==> src/rtl/seq_det_scheduler.sv <==
// Round-robin scheduler that time-shares one bit-serial Moore sequence detector.
// Grants a requester, clears the detector, shifts its frame MSB-first and counts hits.
module seq_det_scheduler #(
    parameter int unsigned NREQ    = 4,
    parameter int unsigned FRAME_W = 8,
    parameter int unsigned CNT_W   = 4,
    parameter int unsigned ID_W    = 2
) (
    input  logic                    clk,
    input  logic                    reset,
    input  logic [NREQ-1:0]         req,
    input  logic [NREQ*FRAME_W-1:0] frame_data,
    output logic [NREQ-1:0]         gnt,
    output logic                    busy,
    output logic                    det_reset,
    output logic                    det_x,
    input  logic                    det_z,
    output logic                    done,
    output logic [ID_W-1:0]         done_id,
    output logic [CNT_W-1:0]        hit_cnt
);

    localparam int unsigned BW = $clog2(FRAME_W + 1);

    typedef enum logic [2:0] {IDLE, CLEAR, SHIFT, DRAIN, DONE} state_t;

    state_t             state, state_nxt;
    logic [ID_W-1:0]    ptr, ptr_nxt;
    logic [ID_W-1:0]    cur, cur_nxt;
    logic [FRAME_W-1:0] sreg, sreg_nxt;
    logic [BW-1:0]      bcnt, bcnt_nxt;
    logic [CNT_W-1:0]   cnt, cnt_nxt, cnt_inc;

    logic [NREQ-1:0]    gnt_nxt;
    logic               busy_nxt, det_reset_nxt, det_x_nxt, done_nxt;
    logic [ID_W-1:0]    done_id_nxt;
    logic [CNT_W-1:0]   hit_cnt_nxt;

    logic               found;
    logic [ID_W-1:0]    win, win_inc;
    logic [ID_W:0]      scan;
    logic [FRAME_W-1:0] win_frame;
    logic [NREQ-1:0]    win_onehot;

    // First pending request at or above the rr pointer, wrapping at NREQ.
    always_comb begin
        found = 1'b0;
        win   = '0;
        scan  = '0;
        for (int unsigned i = 0; i < NREQ; i++) begin
            scan = {1'b0, ptr} + (ID_W+1)'(i);
            if (scan >= (ID_W+1)'(NREQ))
                scan = scan - (ID_W+1)'(NREQ);
            if (!found && req[scan[ID_W-1:0]]) begin
                found = 1'b1;
                win   = scan[ID_W-1:0];
            end
        end
    end

    always_comb begin
        win_frame  = '0;
        win_onehot = '0;
        for (int unsigned i = 0; i < NREQ; i++) begin
            if (win == ID_W'(i)) begin
                win_frame     = frame_data[i*FRAME_W +: FRAME_W];
                win_onehot[i] = 1'b1;
            end
        end
        win_inc = (win == ID_W'(NREQ - 1)) ? '0 : win + 1'b1;
    end

    assign cnt_inc = (det_z && cnt != '1) ? cnt + 1'b1 : cnt;

    always_comb begin
        state_nxt     = state;
        ptr_nxt       = ptr;
        cur_nxt       = cur;
        sreg_nxt      = sreg;
        bcnt_nxt      = bcnt;
        cnt_nxt       = cnt;
        gnt_nxt       = gnt;
        det_reset_nxt = 1'b1;
        det_x_nxt     = 1'b0;
        done_nxt      = 1'b0;
        done_id_nxt   = done_id;
        hit_cnt_nxt   = hit_cnt;

        case (state)
            // DONE arbitrates too, so back-to-back jobs start on the edge after done.
            IDLE, DONE: begin
                if (found) begin
                    state_nxt     = CLEAR;
                    gnt_nxt       = win_onehot;
                    cur_nxt       = win;
                    ptr_nxt       = win_inc;
                    sreg_nxt      = win_frame;
                    cnt_nxt       = '0;
                    det_reset_nxt = 1'b0;
                end else begin
                    state_nxt = IDLE;
                    gnt_nxt   = '0;
                end
            end
            CLEAR: begin
                state_nxt = SHIFT;
                det_x_nxt = sreg[FRAME_W-1];
                sreg_nxt  = sreg << 1;
                bcnt_nxt  = BW'(1);
            end
            SHIFT: begin
                if (bcnt >= BW'(2))
                    cnt_nxt = cnt_inc;
                if (bcnt == BW'(FRAME_W)) begin
                    state_nxt = DRAIN;
                end else begin
                    det_x_nxt = sreg[FRAME_W-1];
                    sreg_nxt  = sreg << 1;
                    bcnt_nxt  = bcnt + 1'b1;
                end
            end
            DRAIN: begin
                state_nxt   = DONE;
                cnt_nxt     = cnt_inc;
                gnt_nxt     = '0;
                done_nxt    = 1'b1;
                done_id_nxt = cur;
                hit_cnt_nxt = cnt_inc;
            end
            default: begin
                state_nxt = IDLE;
                gnt_nxt   = '0;
            end
        endcase

        busy_nxt = (state_nxt != IDLE);
    end

    always_ff @(posedge clk or negedge reset) begin
        if (!reset) begin
            state     <= IDLE;
            ptr       <= '0;
            cur       <= '0;
            sreg      <= '0;
            bcnt      <= '0;
            cnt       <= '0;
            gnt       <= '0;
            busy      <= 1'b0;
            det_reset <= 1'b0;
            det_x     <= 1'b0;
            done      <= 1'b0;
            done_id   <= '0;
            hit_cnt   <= '0;
        end else begin
            state     <= state_nxt;
            ptr       <= ptr_nxt;
            cur       <= cur_nxt;
            sreg      <= sreg_nxt;
            bcnt      <= bcnt_nxt;
            cnt       <= cnt_nxt;
            gnt       <= gnt_nxt;
            busy      <= busy_nxt;
            det_reset <= det_reset_nxt;
            det_x     <= det_x_nxt;
            done      <= done_nxt;
            done_id   <= done_id_nxt;
            hit_cnt   <= hit_cnt_nxt;
        end
    end

endmodule
==> config.mk <==
export PLATFORM = sky130hd
export DESIGN_NAME = seq_det_scheduler
export DESIGN_NICKNAME = d
export VERILOG_FILES = /design/src/rtl/seq_det_scheduler.sv
export SDC_FILE = /design/constraint.sdc
export NUM_CORES = 1
export LEC_CHECK = 0
export BUFFER_PORTS_ARGS = -buffer_cell sky130_fd_sc_hd__buf_2
export CORE_ASPECT_RATIO = 1.1
export CORE_UTILIZATION = 53
export CTS_CLUSTER_SIZE = 8
export DETAILED_ROUTE_END_ITERATION = 7
export PLACE_DENSITY = 0.78
export SLEW_MARGIN = 5
export SYNTH_ARGS = -nofsm -noshare
export SYNTH_HDL_FRONTEND = slang
export SYNTH_SLANG_ARGS = --single-unit
==> constraint.sdc <==
create_clock -name clk -period 2.8 [get_ports clk]
set_input_delay 0.56 -clock clk [delete_from_list [all_inputs] [get_ports clk]]
set_output_delay 0.56 -clock clk [all_outputs]
set_load 0.005 [all_outputs]
==> results.cfg, run 1 <==
[place]
dp_worst_setup_slack_ps = 161.3
gp_congestion = 0.7706
place_hpwl_um = 3219
io_buffer_count = 52

[die]
dieArea_um2 = 4161
core-area_um2 = 3684
die_x_um = 61.60
ioPinCount = 53
initial_utilization_pct = 56.22
die_h_um = 67.56
rows = 23

[layout]
fillCellCount = 311
antenna_cells = 0
fin_nets = 326
drive_gt1_share_pct = 25.00
area_growth_pct = 20.12
final_common_cell = buf_2
layout_common_cells = buf_2 (52), dfrtp_1 (37), nand2_1 (25)

[power_and_ir_drop]
power_leakage_nw = 1.240
power_density_nw_per_um2 = 1142
swShare_pct = 41.03
internal_power_mw = 1.675
pwr-share-comb_pct = 46.6
irDropWorstVdd_mv = 0.5711
p_seq_share_pct = 33.4
p_sw_mw = 1.165
pwr-share-clk_pct = 20.0

[synth]
synthFlopType = dfrtp_1
yosysWarningCount = 0
synth_nets = 277
syn_avg_cell_area_um2 = 9.003
synth_cells = 230
ys_seq_area_share_pct = 44.71
ys_top_cells_by_area = dfrtp_1 (45%), a21oi_1 (5.6%), o21ai_0 (5.3%), ha_1 (4.8%), nand2_1 (4.5%)
synth-edff-count = 0
synth_top_area_share_pct = 44.71
synth.cell_area_um2 = 2071
yosysTopAreaCell = dfrtp_1
ys_ff_latch = 37
ys_types = 42
synthArstFlopShare_pct = 100.0

[drt]
ant_nets = 0
drt-pass1-iter-count = 5
routed_wl_um = 4545
wl_per_cell_um = 13.77
dr_total_vias = 1837
via_per_inst = 5.567
drc = 0
drtIter0Drc = 102

[sta]
setup_viol = 0
setup_tns_ps = 0
fmax_ghz = 0.4092
setup_ws_ps = 356.0
fin_worst_skew_ps = 7.205
slew_headroom_pct = 46.92
rsz0062_at_grt = false
tightest_slew_ps = 796.2
drv_slew = 0
final_hold_viol_count = 0
fin_crit_ps = 2444
whs_ps = 346.3
period_share_pct = 87.29

[cts]
cts_root_buf = clkbuf_8
clkLatencyLatePin_ps = 300
cts_setup_buffers = 0
cts_hold_buf = 0
cts_buffers = 5
cts_sinks = 37
cts_resized = 0
cts_tree = yes
htreeDepth = 2
path_clk_slew_ps = 80
clockBufferDepth = 2

[setup_path]
arrival_ps = 2610
required_ps = 2970
start_kind = flop
endpoint_kind = flop
path_class = flop to flop
cp_max_fo = 17

[global_route]
track_usage_pct = 24.73
antenna_found_initial = 0
grt_pass1_vias = 1604
grt-ovfl-total = 0
grt_pass1_wl_um = 7431
grt_max_degree = 38

[run_status]
status = completed

[worst_hold_path]
hold_class = input port to async pin

[run]
max_cap_violations = 0
logic make-up (layout without fill, tap and decap cells):
group                      after synthesis  after routing  share of synthesized area [%]
buffers and inverters                   32             82                          6.646
DFF                                     37             37                          44.71
and+or+nand+nor                         67             67                          15.53
adders and majority gates                8              8                          4.834
muxes                                    7              7                          3.505
xor gates and xnor gates                 4              4                          2.055
AOI/OAI and AO/OA                       75             75                          22.72
sequential cells by signal, summed over array words and instances (netlist names), 3 cells and up:
register and flops:
bcnt 4, hit_cnt 4, state 3, sreg 8
cnt 4, gnt 4
power by group through the flow:
| stage | sequential [mW] | clock [mW] | combinational (mW) |
|---|---|---|---|
| global route | 0.978 | 0.597 | 1.49 |
| detailed placement | 0.951 | 0 | 1.31 |
| finish | 0.949 | 0.568 | 1.32 |
| global placement | 0.944 | 0 | 1.26 |
| CTS | 0.947 | 0.575 | 1.32 |
| floorplan | 0.887 | 0 | 1.05 |
critical path: stages, from the launching register on:
cell      delay, ps
dfrtp_1         460
a21oi_1         100
o21a_1          170
o22ai_1         300
inv_1           110
ha_1            400
a21oi_1         180
o21ai_0         100
a221oi_1        350
o31ai_1         130
synth_stat cells (all sizes together), types with 3 or more instances:
cell type  instances
nor3               5
a22o               5
or4                3
clkbuf             9
inv               19
nor2              16
dfrtp             37
mux2i              5
a221oi             7
nand2             25
buf                4
o21ai             24
a21oi             23
nand3              6
ha                 8
o31ai              8
final cells by class:
class	count	area [µm²]	area share [%]
Clock buffer	5	68.82	2.767
Clock inverter	3	68.82	2.767
Inverter	19	71.32	2.867
Multi-Input combinational cell	161	1007	40.49
Sequential cell	37	925.9	37.22
Tap cell	50	62.56	2.515
Timing Repair Buffer	55	282.8	11.37
worst paths after layout:
path / start / end / slack [ps] / cells past startpoint
worst max-delay path: ptr[1]$_DFFE_PN0N_ / sreg[3]$_DFFE_PN0P_ / 360 / 9
worst min-delay path: reset / sreg[4]$_DFFE_PN0P_ / 350 / 1
worst max register to register: ptr[1]$_DFFE_PN0N_ / sreg[3]$_DFFE_PN0P_ / 360 / 9
worst min register to register: hit_cnt[2]$_DFFE_PN0P_ / hit_cnt[2]$_DFFE_PN0P_ / 470 / 2
max in group asynchronous: reset / bcnt[2]$_DFFE_PN0P_ / 1950 / 1
min in group clk: hit_cnt[2]$_DFFE_PN0P_ / hit_cnt[2]$_DFFE_PN0P_ / 470 / 2
metal layers:
metal | wire length [µm] | global-route usage (%)
met3 | 281 | 4.981
met4 | 80 | 11.67
met2 | 2175 | 39.92
met5 | 0 | 0
met1 | 2007 | 31.44
per-stage QoR:
step                total power [mW]  std cells  instance area (µm²)  utilization, %
floorplan                      1.940        230                 2071               -
global placement               2.209        322                 2350           63.79
detailed placement             2.259        322                 2350           63.79
CTS                            2.844        330                 2487           67.53
global route                   3.066        330                 2487           67.53
finish                         2.840        330                 2487           67.53
No activity file was read; power rests on OpenSTA's default activity.
==> run 2: changes to the inputs <==
--- a/config.mk
+++ b/config.mk
@@ -10,7 +10,9 @@
 export CORE_UTILIZATION = 53
 export CTS_CLUSTER_SIZE = 8
 export DETAILED_ROUTE_END_ITERATION = 7
+export HOLD_SLACK_MARGIN = 0.02
 export PLACE_DENSITY = 0.78
+export RECOVER_POWER = 50
 export SLEW_MARGIN = 5
 export SYNTH_ARGS = -nofsm -noshare
 export SYNTH_HDL_FRONTEND = slang
==> run 2 against run 1 <==
The run now ends with capacitance limit, slew limit left. Power is 0.23% higher. Sequential power hardly changed. Global-route usage stayed put. Non-clock buffer count stayed put. Sequential share of layout area is 0.056 points higher. Design area is 0.15% lower. Via count is 0.76% higher. Setup slack worse by 28 ps. Critical path type unchanged. Clock power is 0.7% higher. Final cell count stayed put. Largest power group unchanged. Critical path depth stayed put. Clock skew is 1.4 ps lower.
==> results.cfg, run 2 (synthesis gave the netlist of run 1 again) <==
[power_and_ir_drop]
irDropWorstVdd_mv = 0.5732
pwr-share-clk_pct = 20.1
p_seq_share_pct = 33.4
pwr-share-comb_pct = 46.5
internal_power_mw = 1.673
p_sw_mw = 1.173
total_power_mw = 2.847
power_density_nw_per_um2 = 1146
power_leakage_nw = 1.233
swShare_pct = 41.22

[cts]
cts_tree = yes
cts_sinks = 37
htreeDepth = 2
path_clk_slew_ps = 80
cts_resized = 0
cts_buffers = 5
clockBufferDepth = 2
clkLatencyLatePin_ps = 300
cts_root_buf = clkbuf_8
cts_hold_buf = 0
cts_setup_buffers = 0

[drt]
ant_nets = 0
drt-pass1-iter-count = 4
routed_wl_um = 4566
wl_per_cell_um = 13.84
drc = 0
maxUsedRoutingLayer = met4
dr_total_vias = 1851
met1_length_um = 2059
drtIter0Drc = 102
dr_wl_met2_um = 2171
wl_met3_um = 229
via_per_inst = 5.609

[place]
io_buffer_count = 52
place_hpwl_um = 3219
dp_worst_setup_slack_ps = 161.3
gp_congestion = 0.7706

[layout]
regMostFlops = sreg
area_growth_pct = 19.94
layout_common_cells = buf_2 (49), dfrtp_1 (37), nand2_1 (25)
antenna_cells = 0
fillCellCount = 311
seqCellArea_um2 = 925.9
final_common_cell = buf_2
largest_register_ff_count = 8
fin_nets = 326
drive_gt1_share_pct = 23.93
multiInputGateArea_um2 = 1007

[global_route]
grt_pass1_wl_um = 7431
antenna_found_initial = 0
grt_pass1_vias = 1604
grt-ovfl-total = 0
track_usage_pct = 24.73
grt_max_degree = 38

[die]
ioPinCount = 53
core-area_um2 = 3684
rows = 23
dieArea_um2 = 4161
die_h_um = 67.56
die_x_um = 61.60
initial_utilization_pct = 56.22

[sta]
fin_worst_skew_ps = 5.798
fin_crit_ps = 2472
setup_ws_ps = 327.6
period_share_pct = 88.30
slew_headroom_pct = -26.54
drv_slew = 38
tightest_slew_ps = 1898
setup_viol = 0
setup_tns_ps = 0
final_hold_viol_count = 0
rsz0062_at_grt = false
fmax_ghz = 0.4045

[run_status]
status = finished, violations left
violations = capacitance limit, slew limit

[run]
max_cap_violations = 1

[setup_path]
cp_max_fo = 17
path_class = flop to flop
required_ps = 2970
endpoint_kind = flop
start_kind = flop
reg2reg_depth = 9
arrival_ps = 2640

[worst_hold_path]
whs_path_depth = 2
hold_class = flop to flop
==> run 2: cell count changes in the layout (fill, tap and decap cells not counted) <==
| cell | before | now |
|---|---|---|
| buf_2 | 52 | 49 |
| clkbuf_1 | 0 | 3 |
==> run 2: final timing paths <==
path / start / slack, ps / end
worst max-delay path: ptr[1]$_DFFE_PN0N_ / 330 / sreg[3]$_DFFE_PN0P_
worst min-delay path: hit_cnt[2]$_DFFE_PN0P_ / 460 / hit_cnt[2]$_DFFE_PN0P_
worst max register to register: ptr[1]$_DFFE_PN0N_ / 330 / sreg[3]$_DFFE_PN0P_
worst min register to register: hit_cnt[2]$_DFFE_PN0P_ / 460 / hit_cnt[2]$_DFFE_PN0P_
max in group asynchronous: reset / 940 / bcnt[2]$_DFFE_PN0P_
min in group asynchronous: reset / 780 / sreg[4]$_DFFE_PN0P_
==> run 2: layer usage <==
layer / global-route usage (%) / vias up
met4: 11.67 / 0
met3: 4.981 / 11
met5: 0 / -
li1: - / 911
met2: 39.92 / 64
met1: 31.44 / 865
==> run 2: through the flow <==
stage,area (µm²),util (%),hold WS [ps],std cells
floorplan,2071,-,264.4,230
finish,2484,67.43,464.3,330
global route,2484,67.43,509.1,330
global placement,2350,63.79,445.1,322
CTS,2487,67.53,368.1,330
detailed placement,2350,63.79,450.6,322
==> run 2: area by class of cell <==
type	count	share of cell area (%)
inverter	19	2.872
tap	50	2.519
clock inverter	3	2.771
clock buffer	5	2.771
sequential	37	37.28
multi-input combinational	161	40.55
timing repair buffer	55	11.23
==> run 2: worst max-delay path, stage by stage, from the launching register on <==
cell and delay, ps:
dfrtp_1 460, a21oi_1 100, o21a_1 170, o22ai_1 320
inv_1 120, ha_1 400, a21oi_1 180, o21ai_0 100
a221oi_1 350, o31ai_1 130
==> run 2: power groups by stage <==
stage          Combinational, mW  Sequential [mW]  Clock (mW)
4_1_cts                     1.32            0.947       0.575
2_1_floorplan               1.05            0.887           0
3_3_place_gp                1.26            0.944           0
5_1_grt                     1.49            0.979       0.597
6_report                    1.32            0.950       0.572
3_5_place_dp                1.31            0.951           0
==> run 3: changes to the inputs <==
--- a/config.mk
+++ b/config.mk
@@ -12,7 +12,7 @@
 export DETAILED_ROUTE_END_ITERATION = 7
 export HOLD_SLACK_MARGIN = 0.02
 export PLACE_DENSITY = 0.78
-export RECOVER_POWER = 50
+export RECOVER_POWER = 25
 export SLEW_MARGIN = 5
 export SYNTH_ARGS = -nofsm -noshare
 export SYNTH_HDL_FRONTEND = slang
==> run 3 against run 2 <==
The flow still finishes with violations (capacitance limit, slew limit). Worst hold slack gained 1.0 ps. Die area stayed put. Combinational power about the same. Power is 0.24% lower. Fmax up 1.2%. Core utilization rose by 0.068 points. Global-route usage unchanged. Design area up 0.10%. Sequential power hardly changed. Sequential share of layout area barely moved. Largest power group unchanged.
==> results.cfg, run 3 (synthesis gave the netlist of run 1 again) <==
[power_and_ir_drop]
power_density_nw_per_um2 = 1142
total_power_mw = 2.840
power_leakage_nw = 1.237
irDropWorstVdd_mv = 0.5711

[cts]
cts_setup_buffers = 0
cts_sinks = 37
clockBufferDepth = 2
cts_hold_buf = 0
cts_resized = 0
cts_buffers = 5
path_clk_slew_ps = 80
clkLatencyLatePin_ps = 300
cts_root_buf = clkbuf_8
htreeDepth = 2
cts_tree = yes

[sta]
period_share_pct = 87.29
slew_headroom_pct = -27.41
final_hold_viol_count = 0
setup_tns_ps = 0
setup_ws_ps = 356.0
fmax_ghz = 0.4092
rsz0062_at_grt = false
fin_worst_skew_ps = 7.205
fin_crit_ps = 2444
setup_viol = 0
drv_slew = 38
tightest_slew_ps = 1911

[layout]
regMostFlops = sreg
fin_nets = 326
largest_register_ff_count = 8
antenna_cells = 0
drive_gt1_share_pct = 24.64
layout_common_cells = buf_2 (51), dfrtp_1 (37), nand2_1 (25)
final_common_cell = buf_2
area_growth_pct = 20.06

[place]
io_buffer_count = 52
place_hpwl_um = 3219
gp_congestion = 0.7706
dp_worst_setup_slack_ps = 161.3

[die]
ioPinCount = 53
die_h_um = 67.56
rows = 23
dieArea_um2 = 4161
die_x_um = 61.60
core-area_um2 = 3684
initial_utilization_pct = 56.22

[setup_path]
start_kind = flop
cp_max_fo = 17
required_ps = 2970
endpoint_kind = flop
path_class = flop to flop
arrival_ps = 2610

[global_route]
grt-ovfl-total = 0
grt_pass1_wl_um = 7431
grt_max_degree = 38
antenna_found_initial = 0
grt_pass1_vias = 1604
track_usage_pct = 24.73

[run_status]
violations = capacitance limit, slew limit
status = finished, violations left

[drt]
ant_nets = 0
drt-pass1-iter-count = 5
via_per_inst = 5.567
routed_wl_um = 4543
drtIter0Drc = 102
dr_total_vias = 1837
wl_per_cell_um = 13.77
drc = 0

[worst_hold_path]
hold_class = flop to flop

[run]
max_cap_violations = 1
## run 3: changes by cell type in the layout (fill, tap and decap cells not counted)
cell | before | now
buf_2 | 49 | 51
clkbuf_1 | 3 | 1
## run 3: stage by stage
step                util, %  instance area (µm²)  hold WS (ps)  cells
CTS                   67.53                 2487         368.1    330
detailed placement    63.79                 2350         450.6    322
global placement      63.79                 2350         445.1    322
global route          67.49                 2486         509.1    330
floorplan                 -                 2071         264.4    230
finish                67.49                 2486         465.3    330
## run 3: routing by layer
metal | global-route usage, % | part of all wire, %
met5 | 0 | 0
met4 | 11.67 | 1.8
met3 | 4.981 | 6.2
met1 | 31.44 | 44
met2 | 39.92 | 48
## run 3: area by class of cell
| cell class | count | area (µm²) |
|---|---|---|
| fill | 310 | 1197 |
| multi-input combinational | 161 | 1007 |
| sequential | 37 | 925.9 |
| timing repair buffer | 55 | 281.5 |
| inverter | 19 | 71.32 |
| clock buffer | 5 | 68.82 |
| clock inverter | 3 | 68.82 |
| tap | 50 | 62.56 |
## run 3: report_power, final
group	internal (mW)	switching, mW
logic	0.554	0.770
registers	0.762	0.187
clock network	0.359	0.209
## run 3: final timing paths
check                                             from                      to  slack, ps  cells past startpoint
worst max-delay path                ptr[1]$_DFFE_PN0N_     sreg[3]$_DFFE_PN0P_        360                      9
worst min-delay path            hit_cnt[2]$_DFFE_PN0P_  hit_cnt[2]$_DFFE_PN0P_        470                      2
worst max register to register      ptr[1]$_DFFE_PN0N_     sreg[3]$_DFFE_PN0P_        360                      9
worst min register to register  hit_cnt[2]$_DFFE_PN0P_  hit_cnt[2]$_DFFE_PN0P_        470                      2
max in group asynchronous                        reset     bcnt[2]$_DFFE_PN0P_        920                      1
min in group asynchronous                        reset     sreg[4]$_DFFE_PN0P_        790                      1
## run 3: worst max-delay path: stages, from the launching register on
cell and delay [ps]:
dfrtp_1 460, a21oi_1 100, o21a_1 170, o22ai_1 300
inv_1 110, ha_1 400, a21oi_1 180, o21ai_0 100
a221oi_1 350, o31ai_1 130
